File: config.mk
export PLATFORM = sky130hd
export DESIGN_NAME = mult_seq_ctrl
export DESIGN_NICKNAME = d
export VERILOG_FILES = /design/src/rtl/mult_seq_ctrl.sv
export SDC_FILE = /design/constraint.sdc
export NUM_CORES = 1
export LEC_CHECK = 0
export BUFFER_PORTS_ARGS = -buffer_cell sky130_fd_sc_hd__buf_2
export CAP_MARGIN = 20
export CELL_PAD_IN_SITES_DETAIL_PLACEMENT = 0
export CELL_PAD_IN_SITES_GLOBAL_PLACEMENT = 2
export CORE_UTILIZATION = 34
export DETAILED_ROUTE_END_ITERATION = 12
export PLACE_DENSITY_LB_ADDON = 0.1
export SLEW_MARGIN = 10
export SYNTH_ARGS = -nofsm -noshare
export SYNTH_HDL_FRONTEND = slang
export SYNTH_SLANG_ARGS = --single-unit
File: constraint.sdc
create_clock -name clk -period 4.4 [get_ports clk]
set_clock_uncertainty 0.2 [all_clocks]
set_input_delay 0.22 -clock clk [delete_from_list [all_inputs] [get_ports clk]]
set_output_delay 0.22 -clock clk [all_outputs]
set_load 0.02 [all_outputs]
File: src/rtl/mult_seq_ctrl.sv
// Multi-cycle 16x16->32 shift-add multiplier sequencer driving a shared external adder.
// Optional signed operand handling is enabled with `define MULT_SIGNED_EN.
module mult_seq_ctrl #(
    parameter int WIDTH = 16
) (
    input  logic                 clk,
    input  logic                 rst,
    input  logic                 start,
    input  logic [WIDTH-1:0]     op_a,
    input  logic [WIDTH-1:0]     op_b,
    input  logic                 op_signed,
    output logic                 busy,
    output logic                 done,
    output logic [2*WIDTH-1:0]   prod,
    output logic                 prod_hi_nz,
    output logic [WIDTH-1:0]     add_a,
    output logic [WIDTH-1:0]     add_b,
    output logic                 add_isAdd,
    input  logic [WIDTH-1:0]     add_sum,
    input  logic                 add_cout
);
    localparam int CW = $clog2(WIDTH);
    localparam logic [CW-1:0] LAST = CW'(WIDTH - 1);

    typedef enum logic [1:0] {IDLE, RUN, DONE} state_t;

    state_t             state;
    logic [CW-1:0]      count;
    logic [WIDTH-1:0]   mcand;
    logic [WIDTH-1:0]   acc;
    logic [WIDTH-1:0]   mplr;
    logic [2*WIDTH-1:0] next_am;
    logic [2*WIDTH-1:0] final_prod;
    logic               accept;

    assign accept = start && (state != RUN);

`ifdef MULT_SIGNED_EN
    logic sign;

    function automatic logic [WIDTH-1:0] magnitude(input logic [WIDTH-1:0] v);
        return v[WIDTH-1] ? ((~v) + WIDTH'(1)) : v;
    endfunction

    function automatic logic [2*WIDTH-1:0] negate_prod(input logic [2*WIDTH-1:0] v);
        return (~v) + (2*WIDTH)'(1);
    endfunction
`else
    logic unused_signed;
    assign unused_signed = op_signed;
`endif

    // The adder is only claimed while RUN; otherwise its inputs are parked at zero.
    assign add_a     = (state == RUN) ? acc   : '0;
    assign add_b     = (state == RUN) ? mcand : '0;
    assign add_isAdd = (state == RUN);

    always_comb begin
        next_am = {1'b0, acc, mplr[WIDTH-1:1]};
        if (mplr[0]) begin
            next_am = {add_cout, add_sum, mplr[WIDTH-1:1]};
        end
`ifdef MULT_SIGNED_EN
        final_prod = sign ? negate_prod(next_am) : next_am;
`else
        final_prod = next_am;
`endif
    end

    always_ff @(posedge clk) begin
        if (rst) begin
            state      <= IDLE;
            busy       <= 1'b0;
            done       <= 1'b0;
            prod       <= '0;
            prod_hi_nz <= 1'b0;
            count      <= '0;
        end else begin
            case (state)
                RUN: begin
                    count <= count - CW'(1);
                    if (count == '0) begin
                        state      <= DONE;
                        busy       <= 1'b0;
                        done       <= 1'b1;
                        prod       <= final_prod;
                        prod_hi_nz <= (final_prod[2*WIDTH-1:WIDTH] != '0);
                    end
                end
                default: begin
                    done <= 1'b0;
                    if (start) begin
                        state <= RUN;
                        busy  <= 1'b1;
                        count <= LAST;
                    end else begin
                        state <= IDLE;
                    end
                end
            endcase
        end
    end

    // Datapath registers carry no reset; they are always reloaded on an accepted start.
    always_ff @(posedge clk) begin
        if (accept) begin
`ifdef MULT_SIGNED_EN
            if (op_signed) begin
                mcand <= magnitude(op_a);
                mplr  <= magnitude(op_b);
                sign  <= op_a[WIDTH-1] ^ op_b[WIDTH-1];
            end else begin
                mcand <= op_a;
                mplr  <= op_b;
                sign  <= 1'b0;
            end
`else
            mcand <= op_a;
            mplr  <= op_b;
`endif
            acc <= '0;
        end else if (state == RUN) begin
            {acc, mplr} <= next_am;
        end
    end
endmodule

==> out/metrics.csv, run 1 <==
stage,metric,value,unit
timing,drv_slew,0,
finish,antennaDiodeCount,0,
timing,timing.setup.tns,0,ns
cts,clock-sinks,89,
job,drv_cap,0,
cts,cts_tree,built,
status,violations,hold timing,
status,status,finished with violations,
floorplanning,die_area,0.01080,mm²
floorplanning,fp.dieH,103.9,µm
logic_synthesis,ys_seq_area_share,59.49,%
placed_design,globalplace.congestion,0.6906,
floorplanning,rows,36,
critical_path,reg2reg_to,prod[0],
floorplanning,pin_count,121,
critical_path,required,4.45,ns
timing,period_minus_slack,2.374,ns
hold_path,hold_class,primary input to flip-flop,
finish,mostFrequentLayoutCells,"119 x buf_2, 57 x dfxtp_1, 43 x dlygate4sd3_1",
pwr,power.density,381.4,mW/mm²
timing,worstMarginPinSlew,0.8965,ns
logic_synthesis,ys_warn_count,0,
route,drtIter0Drc,97,
critical_path,path_class,flip-flop to flip-flop,
hold_path,hp-start,add_sum[0],
critical_path,rr_worst_depth,6,
route,vias,2744,
global_route,track_usage,17.25,%
logic_synthesis,syn_inst,289,
pwr,p_clk_share,30.7,%
pwr,swShare,27.84,%
timing,setup-violations-final,0,
placed_design,hpwlAfterDp,5939,µm
pwr,pwr-share-seq,52.4,%
finish,fillers,946,
route,antenna_left,0,
logic_synthesis,yosys.cell_types.count,32,
critical_path,crit_arrival,2.42,ns
finish,drive_gt1_share,35.32,%
route,avgRoutedWirePerCell,15.46,µm
timing,post-route-period-util,53.95,%
route,via_per_inst,4.683,
pwr,p_comb_share,16.9,%
finish,nNetsFinal,502,
pwr,p_int,1337,µW
hold_path,whs_endpoint,prod[15],
timing,layout_setup_ws,2.026,ns
critical_path,cp-start-kind,flip-flop,
critical_path,r2r_start,count[0],
placed_design,portBuffers,119,
global_route,grt_overflow,0,
critical_path,cp-end-kind,flip-flop,
pwr,power_switching,516.0,µW
global_route,grt_max_degree,40,
cts,htreeDepth,3,
cts,clk_path_buf_depth,2,
placed_design,dp_worst_setup_slack,2.024,ns
logic_synthesis,synth_nets,343,
pwr,p_leak,0.002118,µW
timing,whs,-0.002471,ns
logic_synthesis,syn-cell-area,0.003533,mm²
pwr,vdd_drop_max,147.7,µV
route,dr.pass1.iters,5,
timing,rsz0062_at_grt,false,
floorplanning,die_w,103.9,µm
timing,max_slew_margin,40.23,%
cts,path_clk_slew,0.09,ns
route,drc,0,
cts,cts-root-buf,clkbuf_8,
floorplanning,core,0.009910,mm²
critical_path,r2r_slack,2.03,ns
floorplanning,initial_core_util,35.66,%
finish,final_common_cell,buf_2,
global_route,grt_pass1_vias,2776,
hold_path,min_path_cells,3,
critical_path,cp_max_fo,18,
global_route,antenna_found_initial,0,
global_route,grt_pass1_wl,14720,µm
logic_synthesis,syn_avg_cell_area,12.23,µm²
logic_synthesis,synth_seq_cells,89,
cts,numCtsBuffers,9,
route,routed_wl,9058,µm
cts,clock_latency,0.35,ns
timing,fmax,421.3,MHz
finish,area_growth,37.50,%
timing,hold_viol_final,1,
## critical path, stage by stage (launching register included)
cell      delay (ns)
dfxtp_1         0.38
inv_1           0.06
ha_1            0.22
or3b_4          0.25
or3_1           0.70
clkinv_8        0.22
a22o_1          0.25
## synthesized netlist by cell type
library cell / instances / area (µm²)
or3_1: 1 / 6.260
buf_12: 1 / 20.02
ha_1: 1 / 12.51
edfxtp_1: 32 / 960.9
nand3_1: 2 / 10.01
a21oi_1: 6 / 30.03
nor4_1: 5 / 31.28
or2_2: 1 / 6.260
o2bb2ai_1: 16 / 140.1
a211oi_1: 4 / 30.03
a2111oi_0: 1 / 8.760
o21ai_0: 16 / 80.08
nor3b_1: 1 / 7.510
clkbuf_1: 11 / 41.29
nor2_1: 8 / 30.03
nand3b_1: 16 / 120.1
buf_2: 6 / 30.03
inv_1: 5 / 18.77
or3b_4: 1 / 11.26
and2_1: 33 / 206.5
buf_1: 1 / 3.750
mux2_2: 15 / 168.9
a311oi_1: 2 / 17.52
a22oi_1: 1 / 7.510
clkinv_8: 1 / 16.27
dfxtp_1: 57 / 1141
nor3_1: 4 / 20.02
nand2_1: 3 / 11.26
mux2i_1: 16 / 160.2
a22o_1: 15 / 131.4
buf_6: 2 / 22.52
nand2b_1: 5 / 31.28
## power groups by stage
stage          logic, µW  registers [µW]  clock network (µW)
2_1_floorplan        179             991                   0
3_3_place_gp         285             988                   0
3_5_place_dp         287             990                   0
4_1_cts              317             972                 587
5_1_grt              345             981                 621
6_report             313             971                 569
## flip-flops by register name, indices dropped and copies added (netlist names)
register and cells:
state 2, count 4, prod_hi_nz 1, acc 16, prod 32, busy 1, mplr 16, done 1
mcand 16
## stage by stage
step           total power, µW  std cells  utilization, %  area, µm²
6_report                  1853        586           49.03       4858
5_1_grt                   1947        586           49.03       4858
4_1_cts                   1875        586           49.03       4858
3_5_place_dp              1277        527           42.71       4233
3_3_place_gp              1274        527           42.71       4233
2_1_floorplan             1170        289               -       3533
## how the worst max path moves through the flow
| stage | start | end | slack (ns) | depth (start not counted) |
|---|---|---|---|---|
| CTS | count[0] | prod[13] | 2.00 | 6 |
| global placement | count[0] | prod[7] | 2.05 | 6 |
| detailed placement | count[0] | prod[0] | 2.02 | 6 |
| finish | count[0] | prod[0] | 2.03 | 6 |
| global route | count[0] | prod[13] | 1.84 | 6 |
| floorplan | state[1] | mcand[0] | 2.48 | 5 |
## layer usage
metal | up-vias | wire length (µm) | share of wire [%] | GRT usage [%]
met1 | 1284 | 4383 | 48 | 23.22
li1 | 1373 | - | - | -
met5 | - | 0 | 0 | 0
met4 | 0 | 91 | 1.0 | 4.286
met2 | 79 | 4111 | 45 | 27.57
met3 | 8 | 471 | 5.2 | 4.449
## kinds of logic after synthesis
logic type	Yosys count	share of synthesized area, %
mux	31	9.313
simple gates	80	13.92
fa+ha+maj	1	0.3541
buf+inv	27	4.320
flops	89	59.49
compound gates	61	12.61
## area by class of cell
cell class / instances / area (µm²) / share of cell area [%]
sequential: 89 / 2102 / 43.27
clock inverter: 6 / 67.56 / 1.391
inverter: 6 / 35.03 / 0.7211
multi-input combinational: 173 / 1281 / 26.37
tap: 133 / 166.4 / 3.425
clock buffer: 10 / 127.6 / 2.627
timing repair buffer: 169 / 1079 / 22.20
## what timing repair did
item | 4_1_cts | 5_1_grt
gates resized for setup | 0 | 0
endpoints found under the hold margin | 56 | 0
setup buffers | 0 | 0
hold buffers | 43 | 0
setup endpoints to repair | 0 | 0
Note: power is estimated with default switching activity, not from simulation.
==> run 2: changes to the inputs <==
- CORE_UTILIZATION: 34 -> 28
- clock period: 4.4 -> 2 ns (I/O delays scaled with it)
==> out/metrics.csv, run 2 (synthesized netlist as in run 1, its figures left out) <==
stage,metric,value,unit,change
status,status,completed,,
hold_path,hold_class,flip-flop to flip-flop,,
route,antenna_left,0,,unchanged
timing,period_minus_slack,1.907,ns,-0.4673 ns
route,via_per_inst,4.376,,-6.5%
cts,clock-sinks,89,,unchanged
pwr,p_int,3583,µW,+170%
cts,cts-root-buf,clkbuf_16,,
pwr,power.total,4753,µW,+160%
cts,clk_path_buf_depth,2,,unchanged
pwr,pwr-share-seq,45.0,%,-7.4 points
route,vias,2814,,+2.6%
critical_path,rr_worst_depth,6,,unchanged
critical_path,reg2reg_to,prod_hi_nz,,
hold_path,hp-start,prod[16],,
global_route,grt_pass1_vias,2697,,-2.8%
route,drc,0,,unchanged
job,drv_cap,0,,unchanged
placed_design,globalplace.congestion,0.7193,,+4.2%
global_route,grt_overflow,0,,unchanged
floorplanning,die_area,0.01307,mm²,+21%
critical_path,cp-end-kind,flip-flop,,
global_route,grt_max_degree,33,,-18%
critical_path,r2r_slack,0.09,ns,-1.93 ns
pwr,p_clk_share,38.7,%,+8.0 points
timing,worstMarginPinSlew,0.3769,ns,-0.5196 ns
finish,nNetsFinal,524,,+4.4%
pwr,p_leak,0.002309,µW,+9.0%
cts,path_clk_slew,0.06,ns,-0.03 ns
floorplanning,die_w,114.3,µm,+10%
pwr,power_switching,1170,µW,+130%
hold_path,whs_endpoint,prod[16],,
timing,fmax,524.5,MHz,+25%
pwr,swShare,24.61,%,-3.2 points
pwr,p_comb_share,16.3,%,-0.6 points
critical_path,cp-start-kind,flip-flop,,
pwr,vdd_drop_max,570.9,µV,+290%
cts,clock_latency,0.34,ns,about the same
finish,final_common_cell,buf_2,,
cts,cts_setup_buffers,0,,unchanged
finish,fillers,1193,,+26%
critical_path,r2r_start,count[0],,
global_route,antenna_found_initial,0,,unchanged
timing,whs,0.2621,ns,+0.2645 ns
finish,antennaDiodeCount,0,,unchanged
timing,max_slew_margin,74.64,%,+34 points
hold_path,min_path_cells,1,,-2
route,dr.pass1.iters,4,,-1
route,routed_wl,9352,µm,+3.2%
route,drtIter0Drc,95,,-2.1%
floorplanning,initial_core_util,29.05,%,-6.6 points
cts,numCtsBuffers,9,,unchanged
floorplanning,pin_count,121,,unchanged
pwr,power.density,896.4,mW/mm²,+140%
finish,largest_reg_flops,32,,unchanged
cts,cts_tree,built,,
timing,setup-violations-final,0,,unchanged
timing,drv_slew,0,,unchanged
critical_path,path_class,flip-flop to flip-flop,,
timing,hold_viol_final,0,,-1
global_route,track_usage,14.84,%,-2.4 points
critical_path,crit_arrival,1.92,ns,-0.50 ns
critical_path,startpoint,count[0],,
floorplanning,core,0.01216,mm²,+23%
finish,largest_register,prod,,
finish,area_growth,50.07,%,
floorplanning,fp.dieH,114.3,µm,+10%
route,avgRoutedWirePerCell,14.54,µm,-5.9%
finish,drive_gt1_share,37.68,%,+2.4 points
placed_design,portBuffers,119,,unchanged
global_route,grt_pass1_wl,14520,µm,-1.4%
floorplanning,rows,40,,+11%
finish,mostFrequentLayoutCells,"119 x buf_2, 57 x dfxtp_1, 51 x dlygate4sd3_1",,
cts,htreeDepth,3,,unchanged
placed_design,hpwlAfterDp,6433,µm,+8.3%
critical_path,required,2.01,ns,-2.44 ns
timing,post-route-period-util,95.33,%,+41 points
critical_path,cp_max_fo,4,,-14
## run 2: cell count changes in the layout (fill, tap and decap cells not counted), sizes merged
cell,previous run,this run
buf,126,139
dlygate4sd3,43,51
clkinvlp,2,1
inv,6,5
bufinv,1,2
clkbuf,10,12
## run 2: power groups by stage
stage	combinational, µW	clock [µW]	sequential [µW]
3_3_place_gp	675	0	2180
6_report	775	1840	2140
3_5_place_dp	680	0	2180
2_1_floorplan	393	0	2180
4_1_cts	769	1900	2140
5_1_grt	846	1980	2160
## run 2: through the flow
| step | TNS (ns) | std cells | area, µm² | util, % | worst slack [ns] |
|---|---|---|---|---|---|
| global placement | -0.05169 | 575 | 4399 | 36.17 | -0.05169 |
| floorplan | 0 | 289 | 3533 | - | 0.07608 |
| global route | -0.009951 | 643 | 5303 | 43.60 | -0.004970 |
| detailed placement | -0.05924 | 575 | 4399 | 36.17 | -0.05924 |
| CTS | 0 | 642 | 5260 | 43.25 | 0.0009144 |
| finish | 0 | 643 | 5303 | 43.60 | 0.09341 |
## run 2: how the worst max path moves through the flow
| stage | to | cells after the start |
|---|---|---|
| final | prod_hi_nz | 6 |
| after global routing | add_b[13] | 6 |
| after CTS | prod[15] | 6 |
| after detailed placement | prod_hi_nz | 6 |
| after global placement | prod_hi_nz | 6 |
| after floorplan | mcand[0] | 5 |
## run 2: layout make-up
class	count	area [µm²]	share of cell area, %
clock buffer	11	252.7	4.766
clock inverter	5	76.32	1.439
inverter	6	38.79	0.7315
multi-input combinational	173	1300	24.52
sequential	89	2102	39.64
tap	168	210.2	3.964
timing repair buffer	191	1323	24.94
## run 2: routing by layer
| layer | track usage, % | wire length (µm) | vias to the layer above |
|---|---|---|---|
| li1 | - | - | 1423 |
| met1 | 19.46 | 4528 | 1306 |
| met2 | 23.07 | 4276 | 80 |
| met3 | 5.241 | 455 | 5 |
| met4 | 4.156 | 92 | 0 |
| met5 | 0 | 0 | - |
## run 2: repair_timing
action	in CTS	in global routing
hold buffers	51	0
hold endpoints to repair	71	0
endpoints found under the setup margin	22	42
cloned	0	1
gates resized for setup	6	4
pin swaps	0	0
## run 2: worst max-delay path, stage by stage, from the launching register on
cell and delay (ns):
dfxtp_1 0.31, inv_1 0.05, ha_1 0.15, or3b_4 0.40, or2_2 0.33, a2111oi_2 0.27, a21oi_1 0.07
